### src/rtl/fetch_pkg.sv
// rtl/fetch_pkg.sv - shared state type, length constants and length decode for the fetch stage
package fetch_pkg;

   localparam logic [15:0] DEFAULT_RESET_VECTOR = 16'h0000;

   localparam logic [1:0] LEN_1 = 2'd1;
   localparam logic [1:0] LEN_2 = 2'd2;
   localparam logic [1:0] LEN_3 = 2'd3;

   typedef enum logic [2:0] {
      FETCH_OP,
      FETCH_LO,
      FETCH_HI,
      HOLD,
      DRAIN
   } state_t;

   // Instruction length is carried entirely by the top two opcode bits.
   function automatic logic [1:0] decode_len(input logic [1:0] op_class);
      case (op_class)
         2'b00:   decode_len = LEN_1;
         2'b01:   decode_len = LEN_2;
         default: decode_len = LEN_3;
      endcase
   endfunction

endpackage

### src/rtl/fetch_len_decode.sv
// rtl/fetch_len_decode.sv - combinational opcode to instruction length decode
module fetch_len_decode
   import fetch_pkg::*;
(
   input  logic [7:0] opcode,
   output logic [1:0] len
);

   logic unused_low_bits;

   assign len             = decode_len(opcode[7:6]);
   assign unused_low_bits = ^opcode[5:0];

endmodule

### src/rtl/fetch_unit.sv
// rtl/fetch_unit.sv - instruction fetch stage: owns the PC, walks the byte bus, hands bundles to decode
module fetch_unit
   import fetch_pkg::*;
#(
   parameter logic [15:0] RESET_VECTOR = DEFAULT_RESET_VECTOR,
   parameter int          ADDR_W       = 16
) (
   input  logic              clk,
   input  logic              rst_n,
   output logic [ADDR_W-1:0] mem_addr,
   output logic              mem_req,
   input  logic              mem_ack,
   input  logic [7:0]        mem_rdata,
   input  logic              pc_load,
   input  logic [ADDR_W-1:0] pc_load_value,
   output logic              instr_valid,
   input  logic              instr_ready,
   output logic [7:0]        instr_opcode,
   output logic [15:0]       instr_operand,
   output logic [1:0]        instr_len,
   output logic [ADDR_W-1:0] instr_pc,
   output logic [ADDR_W-1:0] pc_out
);

   state_t            state, state_nxt;
   logic [ADDR_W-1:0] pc, pc_nxt, pc_inc;
   logic [ADDR_W-1:0] target, target_nxt;
   logic [ADDR_W-1:0] op_pc, op_pc_nxt;
   logic [7:0]        opcode, opcode_nxt;
   logic [15:0]       operand, operand_nxt;
   logic [1:0]        len, len_nxt, rdata_len;
   logic              fetching;

   fetch_len_decode u_len_decode (
      .opcode (mem_rdata),
      .len    (rdata_len)
   );

   assign fetching = (state == FETCH_OP) || (state == FETCH_LO) || (state == FETCH_HI);
   // Gated by rst_n so the request drops the moment reset asserts, not at the next edge.
   assign mem_req  = rst_n && (fetching || (state == DRAIN));
   assign pc_inc   = pc + ADDR_W'(1);

   always_comb begin
      state_nxt   = state;
      pc_nxt      = pc;
      target_nxt  = target;
      op_pc_nxt   = op_pc;
      opcode_nxt  = opcode;
      operand_nxt = operand;
      len_nxt     = len;
      case (state)
         FETCH_OP, FETCH_LO, FETCH_HI: begin
            if (pc_load && !mem_ack) begin
               // Bus cycle already in flight: finish it in DRAIN, then redirect.
               target_nxt = pc_load_value;
               state_nxt  = DRAIN;
            end else if (pc_load) begin
               pc_nxt    = pc_load_value;
               state_nxt = FETCH_OP;
            end else if (mem_ack) begin
               pc_nxt = pc_inc;
               case (state)
                  FETCH_OP: begin
                     opcode_nxt  = mem_rdata;
                     op_pc_nxt   = pc;
                     operand_nxt = '0;
                     len_nxt     = rdata_len;
                     state_nxt   = (rdata_len == LEN_1) ? HOLD : FETCH_LO;
                  end
                  FETCH_LO: begin
                     operand_nxt[7:0] = mem_rdata;
                     state_nxt        = (len == LEN_2) ? HOLD : FETCH_HI;
                  end
                  default: begin
                     operand_nxt[15:8] = mem_rdata;
                     state_nxt         = HOLD;
                  end
               endcase
            end
         end
         HOLD: begin
            if (pc_load) begin
               pc_nxt    = pc_load_value;
               state_nxt = FETCH_OP;
            end else if (instr_ready) begin
               state_nxt = FETCH_OP;
            end
         end
         DRAIN: begin
            if (mem_ack) begin
               pc_nxt    = pc_load ? pc_load_value : target;
               state_nxt = FETCH_OP;
            end else if (pc_load) begin
               target_nxt = pc_load_value;
            end
         end
         default: state_nxt = FETCH_OP;
      endcase
   end

   always_ff @(posedge clk or negedge rst_n) begin
      if (!rst_n) begin
         state   <= FETCH_OP;
         pc      <= RESET_VECTOR;
         target  <= '0;
         op_pc   <= '0;
         opcode  <= '0;
         operand <= '0;
         len     <= '0;
      end else begin
         state   <= state_nxt;
         pc      <= pc_nxt;
         target  <= target_nxt;
         op_pc   <= op_pc_nxt;
         opcode  <= opcode_nxt;
         operand <= operand_nxt;
         len     <= len_nxt;
      end
   end

   assign mem_addr      = pc;
   assign pc_out        = pc;
   assign instr_valid   = (state == HOLD);
   assign instr_opcode  = opcode;
   assign instr_operand = operand;
   assign instr_len     = len;
   assign instr_pc      = op_pc;

endmodule

### config.mk
export PLATFORM = sky130hd
export DESIGN_NAME = fetch_unit
export DESIGN_NICKNAME = d
export VERILOG_FILES = /design/src/rtl/fetch_pkg.sv /design/src/rtl/fetch_len_decode.sv /design/src/rtl/fetch_unit.sv
export SDC_FILE = /design/constraint.sdc
export NUM_CORES = 1
export LEC_CHECK = 0
export BUFFER_PORTS_ARGS = -buffer_cell sky130_fd_sc_hd__buf_4
export CORE_ASPECT_RATIO = 0.7
export CORE_MARGIN = 8
export CORE_UTILIZATION = 48
export CTS_BUF_LIST = sky130_fd_sc_hd__clkbuf_16
export DETAILED_ROUTE_END_ITERATION = 8
export GPL_TIMING_DRIVEN = 0
export PLACE_DENSITY = 0.83
export RECOVER_POWER = 100
export SLEW_MARGIN = 20
export SYNTH_ARGS = -nofsm -noshare
export SYNTH_HDL_FRONTEND = slang
export SYNTH_HIERARCHICAL = 1
export SYNTH_SLANG_ARGS = --single-unit
### constraint.sdc
create_clock -name clk -period 1.85 [get_ports clk]
set_input_delay 0.185 -clock clk [delete_from_list [all_inputs] [get_ports clk]]
set_output_delay 0.185 -clock clk [all_outputs]
set_load 0.01 [all_outputs]
**Yosys cells after proc, flatten, opt, wreduce, memory -nomap -nowiden**

Cells that the tools add are included.

- Add/sub/neg operators: 1
- Equal/unequal tests: 15
- Mux-type cells: 23
- Bitwise gates (word level): 3
- Reductions and logical operators: 18

Operator list:

| operator | number |
|---|---|
| 16-bit 2-to-1 mux | 8 |
| 16-bit case mux with 3 select lines | 1 |
| 16-bit case mux with 2 select lines | 1 |
| 8-bit case mux with 2 select lines | 2 |
| 5-bit AND reduction | 4 |
| 3-bit 2-to-1 mux | 6 |
| 16-bit by 1-bit adder with 16-bit output, second input constant | 1 |
| 2-bit inequality test, second input constant | 5 |
| 3-bit case mux with 3 select lines | 1 |
| 2-bit case mux with 2 select lines | 2 |
| 3-bit by 2-bit equality test with 1-bit output, second input constant | 2 |
| 3-bit AND reduction | 2 |
| 2-bit by 1-bit equality test with 1-bit output, second input constant | 2 |
| 4-bit inequality test, second input constant | 1 |
| 2-bit nonzero test | 2 |
| 3-bit by 1-bit equality test with 1-bit output, second input constant | 1 |
| 3-bit equality test, second input constant | 1 |
| 3-bit zero test | 1 |
| 1-bit logical OR | 3 |
| 3-bit by 2-bit inequality test with 1-bit output, second input constant | 1 |
| 3-bit inequality test, second input constant | 1 |
| 1-bit inverter | 3 |
| 3-bit nonzero test | 1 |
| 3-bit OR reduction | 1 |
| 6 further kinds | 7 |

- Register bits: 77
- Output and inout port bits: 76
- Word-level logic and storage cells: 68

**Longest topological paths before layout**

Gate-level depths: netlist (run 1).

- Depth in word-level cells: 9
- Mapped depth: 8

**By module**

Netlist (run 1), hierarchy kept.

Modules (own cells, without submodules):

| module | instances | cells an instance | area an instance (um2) | seq. area each (um2) |
|---|---|---|---|---|
| fetch_unit | 1 | 367 | 3861.2 | 1926.8 |
| fetch_len_decode | 1 | 2 | 12.5 | 0.0 |

**Worst setup path after synthesis (run 1)**

Ideal clock, no wire load.

- Path type: reg2reg
- Start: register pc[0], in the netlist mem_addr[0]
- End: register pc[14], in the netlist mem_addr[14]
- Data arrival time: 1.694 ns
- Setup slack: 0.035 ns
- Stages on the path, launching flop included: 7
- Path buffers: 0
- Path through: dfrtp_1 -> ha_1 -> nand3_1 -> nor3_1 -> and3_1 -> a31oi_1 -> o22a_1

- Word-level cells in the longest chain between the ends: 5

RTL lines:

| element | RTL line | source |
|---|---|---|
| start, declared | fetch_unit.sv:26 | `logic [ADDR_W-1:0] pc, pc_nxt, pc_inc;` |
| start signal, assigned | fetch_unit.sv:113 | `pc <= pc_nxt;` |
| 16-bit by 1-bit adder with 16-bit output | fetch_unit.sv:42 | `assign pc_inc = pc + ADDR_W'(1);` |
| 16-bit 2-to-1 mux | fetch_unit.sv:61 | `end else if (mem_ack) begin` |
| 16-bit 2-to-1 mux | fetch_unit.sv:58 | `end else if (pc_load) begin` |
| 16-bit 2-to-1 mux | fetch_unit.sv:54 | `if (pc_load && !mem_ack) begin` |
| 16-bit case mux with 3 select lines | fetch_unit.sv:52 | `case (state)` |

Every way passes these cells. The select of a mux whose other input is x is not followed.
A chain may end at the register's enable or synchronous reset.

**Final worst setup path (run 1)**

- Start: register state[1]
- End: register pc[8], in the netlist mem_addr[8]

- Word-level cells in the longest chain between the ends: 4
- Elaborated cells between the ends (all ways): 13
- Classes of those cells: eq/ne: 8; mux: 1; reduce/logical: 4

RTL lines:

| element | RTL line | source |
|---|---|---|
| start, declared | fetch_unit.sv:25 | `state_t state, state_nxt;` |
| start signal, assigned | fetch_unit.sv:112 | `state <= state_nxt;` |
| 3-bit by 1-bit equality test with 1-bit output (tied with other cells) | fetch_unit.sv:52 |  |
| 3-bit OR reduction | fetch_unit.sv:52 |  |
| 3-bit inequality test (no source line) (tied with other cells) | - |  |
| 5-bit AND reduction (no source line) | - |  |

Several ways; a longest one is shown, not always the timed one.

==> results of run 1 <==
==> flip-flops by register name, summed over array words and instances (netlist names) <==
signal         flops
instr_len          2
instr_opcode       8
instr_operand     16
instr_pc          16
mem_addr          16
state              3
target            16
==> routing by layer <==
metal / track usage / vias up
met3: 0.05690 / 52
met1: 0.2703 / 1796
met2: 0.3161 / 226
li1: - / 1589
met4: 0.08891 / 0
met5: 0 / -
==> report_power, final <==
group          switching [mW]  internal [mW]
clock                   0.688           1.03
sequential              0.457           2.21
combinational            1.18           1.11
==> worst max-delay path by stage <==
stage / start / to / slack, ns / cells past startpoint
2_1_floorplan: mem_addr[0] / mem_addr[14] / 0.03 / 6
3_3_place_gp: mem_addr[0] / mem_addr[14] / -0.28 / 6
3_5_place_dp: mem_addr[0] / mem_addr[14] / -0.32 / 6
4_1_cts: state[2] / mem_addr[12] / -0.04 / 7
5_1_grt: state[2] / mem_addr[9] / -0.13 / 7
6_report: state[1] / mem_addr[8] / -0.08 / 5
==> cell type report <==
type / count / area share
clock buffers: 9 / 0.04299
clock inverters: 7 / 0.01266
repair buffers: 125 / 0.1466
plain buffers: 31 / 0.04657
well taps: 101 / 0.02412
flip-flops and latches: 77 / 0.3695
multi-input cells: 250 / 0.3518
inverters: 8 / 0.005732
==> per-stage QoR <==
step / hold slack, ns / util / cell area, um2 / instances
after floorplan: -0.1106 / - / 3874 / 369
after global placement: 0.4001 / 0.6100 / 4781 / 574
after detailed placement: 0.4047 / 0.6100 / 4781 / 574
after CTS: 0.05166 / 0.6641 / 5205 / 593
after global routing: 0.07616 / 0.6684 / 5239 / 608
final: 0.01738 / 0.6684 / 5239 / 608
==> layout by cell type (no fill, tap or decap), types with 4 or more instances in the layout <==
cell,instances
o21ai_0,26
dfrtp_2,7
o22ai_1,5
nand3_1,6
clkbuf_4,17
nor2_1,10
mux2_2,32
buf_4,66
buf_2,4
nand2_1,57
inv_1,6
mux2_1,10
a21oi_1,15
a31oi_1,6
buf_6,7
dfrtp_1,70
o22a_1,5
clkbuf_16,9
clkbuf_1,58
==> logic make-up (layout without fill, tap and decap cells) <==
family	after synthesis	after routing
flops	77	77
buf+inv	42	180
simple gates	109	109
fa+ha+maj	1	1
compound gates	93	93
mux	45	45
xor+xnor	2	2
==> timing repair <==
action / 4_1_cts / 5_1_grt
setup endpoints to repair: 65 / 47
setup buffers: 4 / 14
pin swaps: 3 / 9
gates resized for setup: 22 / 30
cloned: 1 / 2
==> impl_metrics.yaml, run 1 <==
status:
  outcome: "complete, but fails checks"
  violations: "negative setup slack"
worst_setup_path:
  crit_slowest_cell: "nor4b_2"
  crit_arrival_ns: 2.19
  crit_required_ns: 2.11
  rrSetupSlack_ns: -0.08
  cp_max_fo: 6
  cpPeakStageDelay_ns: 0.74
  crit_buf_inv: 1
  worstRegToRegCells: 5
  cp_top_family: "simple AND/OR/NAND/NOR gates"
  end_kind: "flip-flop"
  critPathLaunchType: "flip-flop"
  reg2reg_to: "mem_addr[8]"
  crit_type: "flip-flop to flip-flop"
  worstPathCellList: "buf_6 -> nor4b_2 -> a22o_1 -> a21oi_1 -> o22ai_1"
  reg2reg_from: "state[1]"
yosys:
  synthTopCellsByCount: "dfrtp_1, nand2_1, mux2_2, o21ai_0, a21oi_1"
  synth_area_per_cell_um2: 10.50
  yosysMostFrequentCell: "dfrtp_1"
  synth-simple-area-share: 0.1389
  synth_xor_area_frac: 0.004522
  ys_seq_area_frac: 0.4974
  syn-cell-area_mm2: 0.003874
  synth_top_family_by_area: "compound AO/OA/AOI/OAI gates"
  yosysTopAreaCell: "dfrtp_1"
  ys_top_cells_by_area: "dfrtp_1, mux2_2, nand2_1"
  async_flop_share: 1.000
  synth_nets: 399
  syn_inst: 369
  synth_edf_count: 0
  ys_types: 57
  netlist.area_leader.share: 0.4974
  muxShareOfSynthArea: 0.1298
  ys_ff_latch: 77
  synth-adder-area-share: 0.003230
  yosys_warnings: 6
  synth_compound_area_frac: 0.1583
  synthFlopType: "dfrtp_1"
sta:
  slew_violations: 0
  timing.fmax_mhz: 517.8
  timing.final.crit_share: 1.044
  relSlewSlack: 0.3590
  skew_ns: 0.005904
  period_minus_slack_ns: 1.931
  setup_viol: 5
  final.setup.worst_slack_ns: -0.08121
  rsz0062_at_grt: "true"
  worst_pin_slew_ns: 0.9615
  finalHoldViolations: 0
  setup_tns_ns: -0.2326
power_and_ir_drop:
  peakVddDrop_uv: 647.4
  p_leak_nw: 2.291
  power_density_mw_per_mm2: 1275
  power_mw: 6.679
placement:
  dpl.hpwl_um: 7984
  place_ws_ns: -0.3155
  gp_congestion: 0.8694
  io_buffers: 104
clock_network:
  clockBufferDepth: 2
  clock_sinks: 77
  cts_tree: "yes"
  numCtsBuffers: 9
  clk_latency_ns: 0.34
  cts_hold_buffers: 0
  clockRootBuffer: "clkbuf_16"
  htree_levels: 3
  clk_pin_slew_ns: 0.06
layout:
  nets: 532
  regArea_mm2: 0.001936
  multi_input_area_mm2: 0.001843
  drive_gt1_frac: 0.3629
  n_fill_cell: 622
  area_growth_pct: 35.24
  num_antenna_cells: 0
floorplanning:
  initial_core_util: 0.4943
  fp-row-count: 27
  core_mm2: 0.007838
  dieArea_mm2: 0.01125
  die_w_um: 123.4
  ios: 105
  die_y_um: 91.16
flow_run:
  max_cap_violations: 0
global_route:
  grt-ovfl-total: 0
  grt_use_total: 0.2072
  antenna_found_initial: 0
  grt_first_pass_wirelength_um: 18370
  first_global_vias: 3451
  grt_max_degree: 79
detailed_routing:
  dr.pass1.iters: 5
  wl_um: 12850
  drc: 0
  wl_met3_um: 1221
  wl_met2_um: 5893
  routedWlPerCell_um: 21.13
  drtAntennaViolNets: 0
  vias_per_cell: 6.025
  drt-met1-wl_um: 5151
  drt_iter0_markers: 458
  maxUsedRoutingLayer: "met4"
  vias: 3663
min_path:
  hp-class: "primary input to async pin"
Note: power is estimated with default switching activity, not from simulation.
==> inputs of run 2 (changes only) <==
==> constraint.sdc (replaced) <==
create_clock -name clk -period 1.85 [get_ports clk]
set_input_delay 0.4625 -clock clk [delete_from_list [all_inputs] [get_ports clk]]
set_output_delay 0.4625 -clock clk [all_outputs]
set_load 0.01 [all_outputs]
==> impl_metrics.yaml, run 2 (synthesized netlist as in run 1, its figures left out) <==
global_route:
  grt-ovfl-total: 0
  grt_use_total: 0.2066
  first_global_vias: 3480
  use_met2: 0.3215
  grtUsageMet3: 0.06494
  use_met1: 0.2596
  grt_max_degree: 79
  busiest_layer: "met2"
  antenna_found_initial: 0
  grt_first_pass_wirelength_um: 18330
worst_setup_path:
  critPathLaunchType: "flip-flop"
  cp_max_fo: 4
  startpoint: "state[2]"
  reg2reg_to: "mem_addr[15]"
  rrSetupSlack_ns: -0.02
  end_kind: "output port"
  reg2reg_from: "state[1]"
  crit_arrival_ns: 1.46
  setup.worst_path.end: "mem_req"
  crit_type: "flip-flop to output port"
  crit_required_ns: 1.39
  worstRegToRegCells: 6
layout:
  final_common_cell: "buf_4"
  fin_cells: 604
  final_cell_mix: "buf_4, dfrtp_1, nand2_1, o21ai_0, mux2_4"
  nets: 528
  drive_gt1_frac: 0.4553
  area_growth_pct: 42.35
  num_antenna_cells: 0
detailed_routing:
  drt_iter0_markers: 450
  dr.pass1.iters: 5
  routedWlPerCell_um: 21.64
  vias_per_cell: 6.035
  drc: 0
  drtAntennaViolNets: 0
  vias: 3645
  wl_um: 13070
sta:
  whs_ns: 0.1391
  setup_tns_ns: -0.1948
  final.setup.worst_slack_ns: -0.07420
  worst_pin_slew_ns: 0.7193
  timing.final.crit_share: 1.040
  slew_violations: 0
  finalHoldViolations: 0
  setup_viol: 14
  skew_ns: 0.005348
  rsz0062_at_grt: "true"
  timing.fmax_mhz: 519.7
  relSlewSlack: 0.5205
  period_minus_slack_ns: 1.924
placement:
  gp_congestion: 0.8694
  place_ws_ns: -0.3155
  dpl.hpwl_um: 7984
  placed_cells: 574
  io_buffers: 104
min_path:
  hp-class: "primary input to async pin"
clock_network:
  htree_levels: 3
  clockRootBuffer: "clkbuf_16"
  cts_tree: "yes"
  numCtsBuffers: 9
  clk_pin_slew_ns: 0.06
  clock_sinks: 77
  clk_latency_ns: 0.34
  clockBufferDepth: 2
floorplanning:
  fp-row-count: 27
  die_y_um: 91.16
  die_w_um: 123.4
  core_mm2: 0.007838
  initial_core_util: 0.4943
  ios: 105
  dieArea_mm2: 0.01125
power_and_ir_drop:
  power_mw: 7.177
  p_leak_nw: 2.586
  power_density_mw_per_mm2: 1302
  peakVddDrop_uv: 739.0
flow_run:
  max_cap_violations: 0
status:
  outcome: "complete, but fails checks"
  violations: "negative setup slack"
-- run 2: repair_timing --
item	4_1_cts	5_1_grt
pin swaps	3	8
endpoints found under the setup margin	67	60
cloned	0	2
hold buffers	0	0
gates resized for setup	23	53
setup buffers	6	9
-- run 2: worst min-delay path by stage --
stage,startpoint,to,slack [ns],cells after the start
5_1_grt,rst_n,target[13],0.21,1
2_1_floorplan,rst_n,instr_len[0],0.17,0
3_5_place_dp,instr_operand[2],instr_operand[2],0.47,2
3_3_place_gp,instr_operand[3],instr_operand[3],0.47,2
6_report,rst_n,mem_addr[13],0.14,1
4_1_cts,rst_n,target[9],0.19,1
-- run 2: critical path, stage by stage (launching register included) --
cell and delay [ns]:
dfrtp_1 0.40, buf_6 0.14, or2_4 0.25, nand2_4 0.10, and2_4 0.14, buf_6 0.10
-- run 2: layer usage --
metal | share of wire | routed length, um | up-vias
met5 | 0 | 0 | -
met4 | 0.025 | 329 | 0
met3 | 0.11 | 1408 | 36
met2 | 0.47 | 6107 | 257
met1 | 0.40 | 5226 | 1778
li1 | - | - | 1574
-- run 2: area by class of cell --
class	instances	area (um2)
inverters	8	30.03
plain buffers	31	244.0
flip-flops and latches	77	1934
well taps	101	126.4
clock inverters	7	66.31
clock buffers	9	225.2
repair buffers	121	982.2
fillers	540	2323
multi-input cells	250	1906
-- run 2: where the power goes --
part / leakage (nW) / internal (mW) / switching, mW
Combinational: 1.52 / 1.55 / 1.19
Sequential: 0.926 / 2.21 / 0.495
Clock: 0.136 / 1.03 / 0.698
Total: 2.59 / 4.79 / 2.39
-- run 2: per-stage QoR --
stage,cell area [um2],utilization
CTS,5186,0.6617
detailed placement,4781,0.6100
global route,5514,0.7035
floorplan,3874,-
global placement,4781,0.6100
finish,5514,0.7035
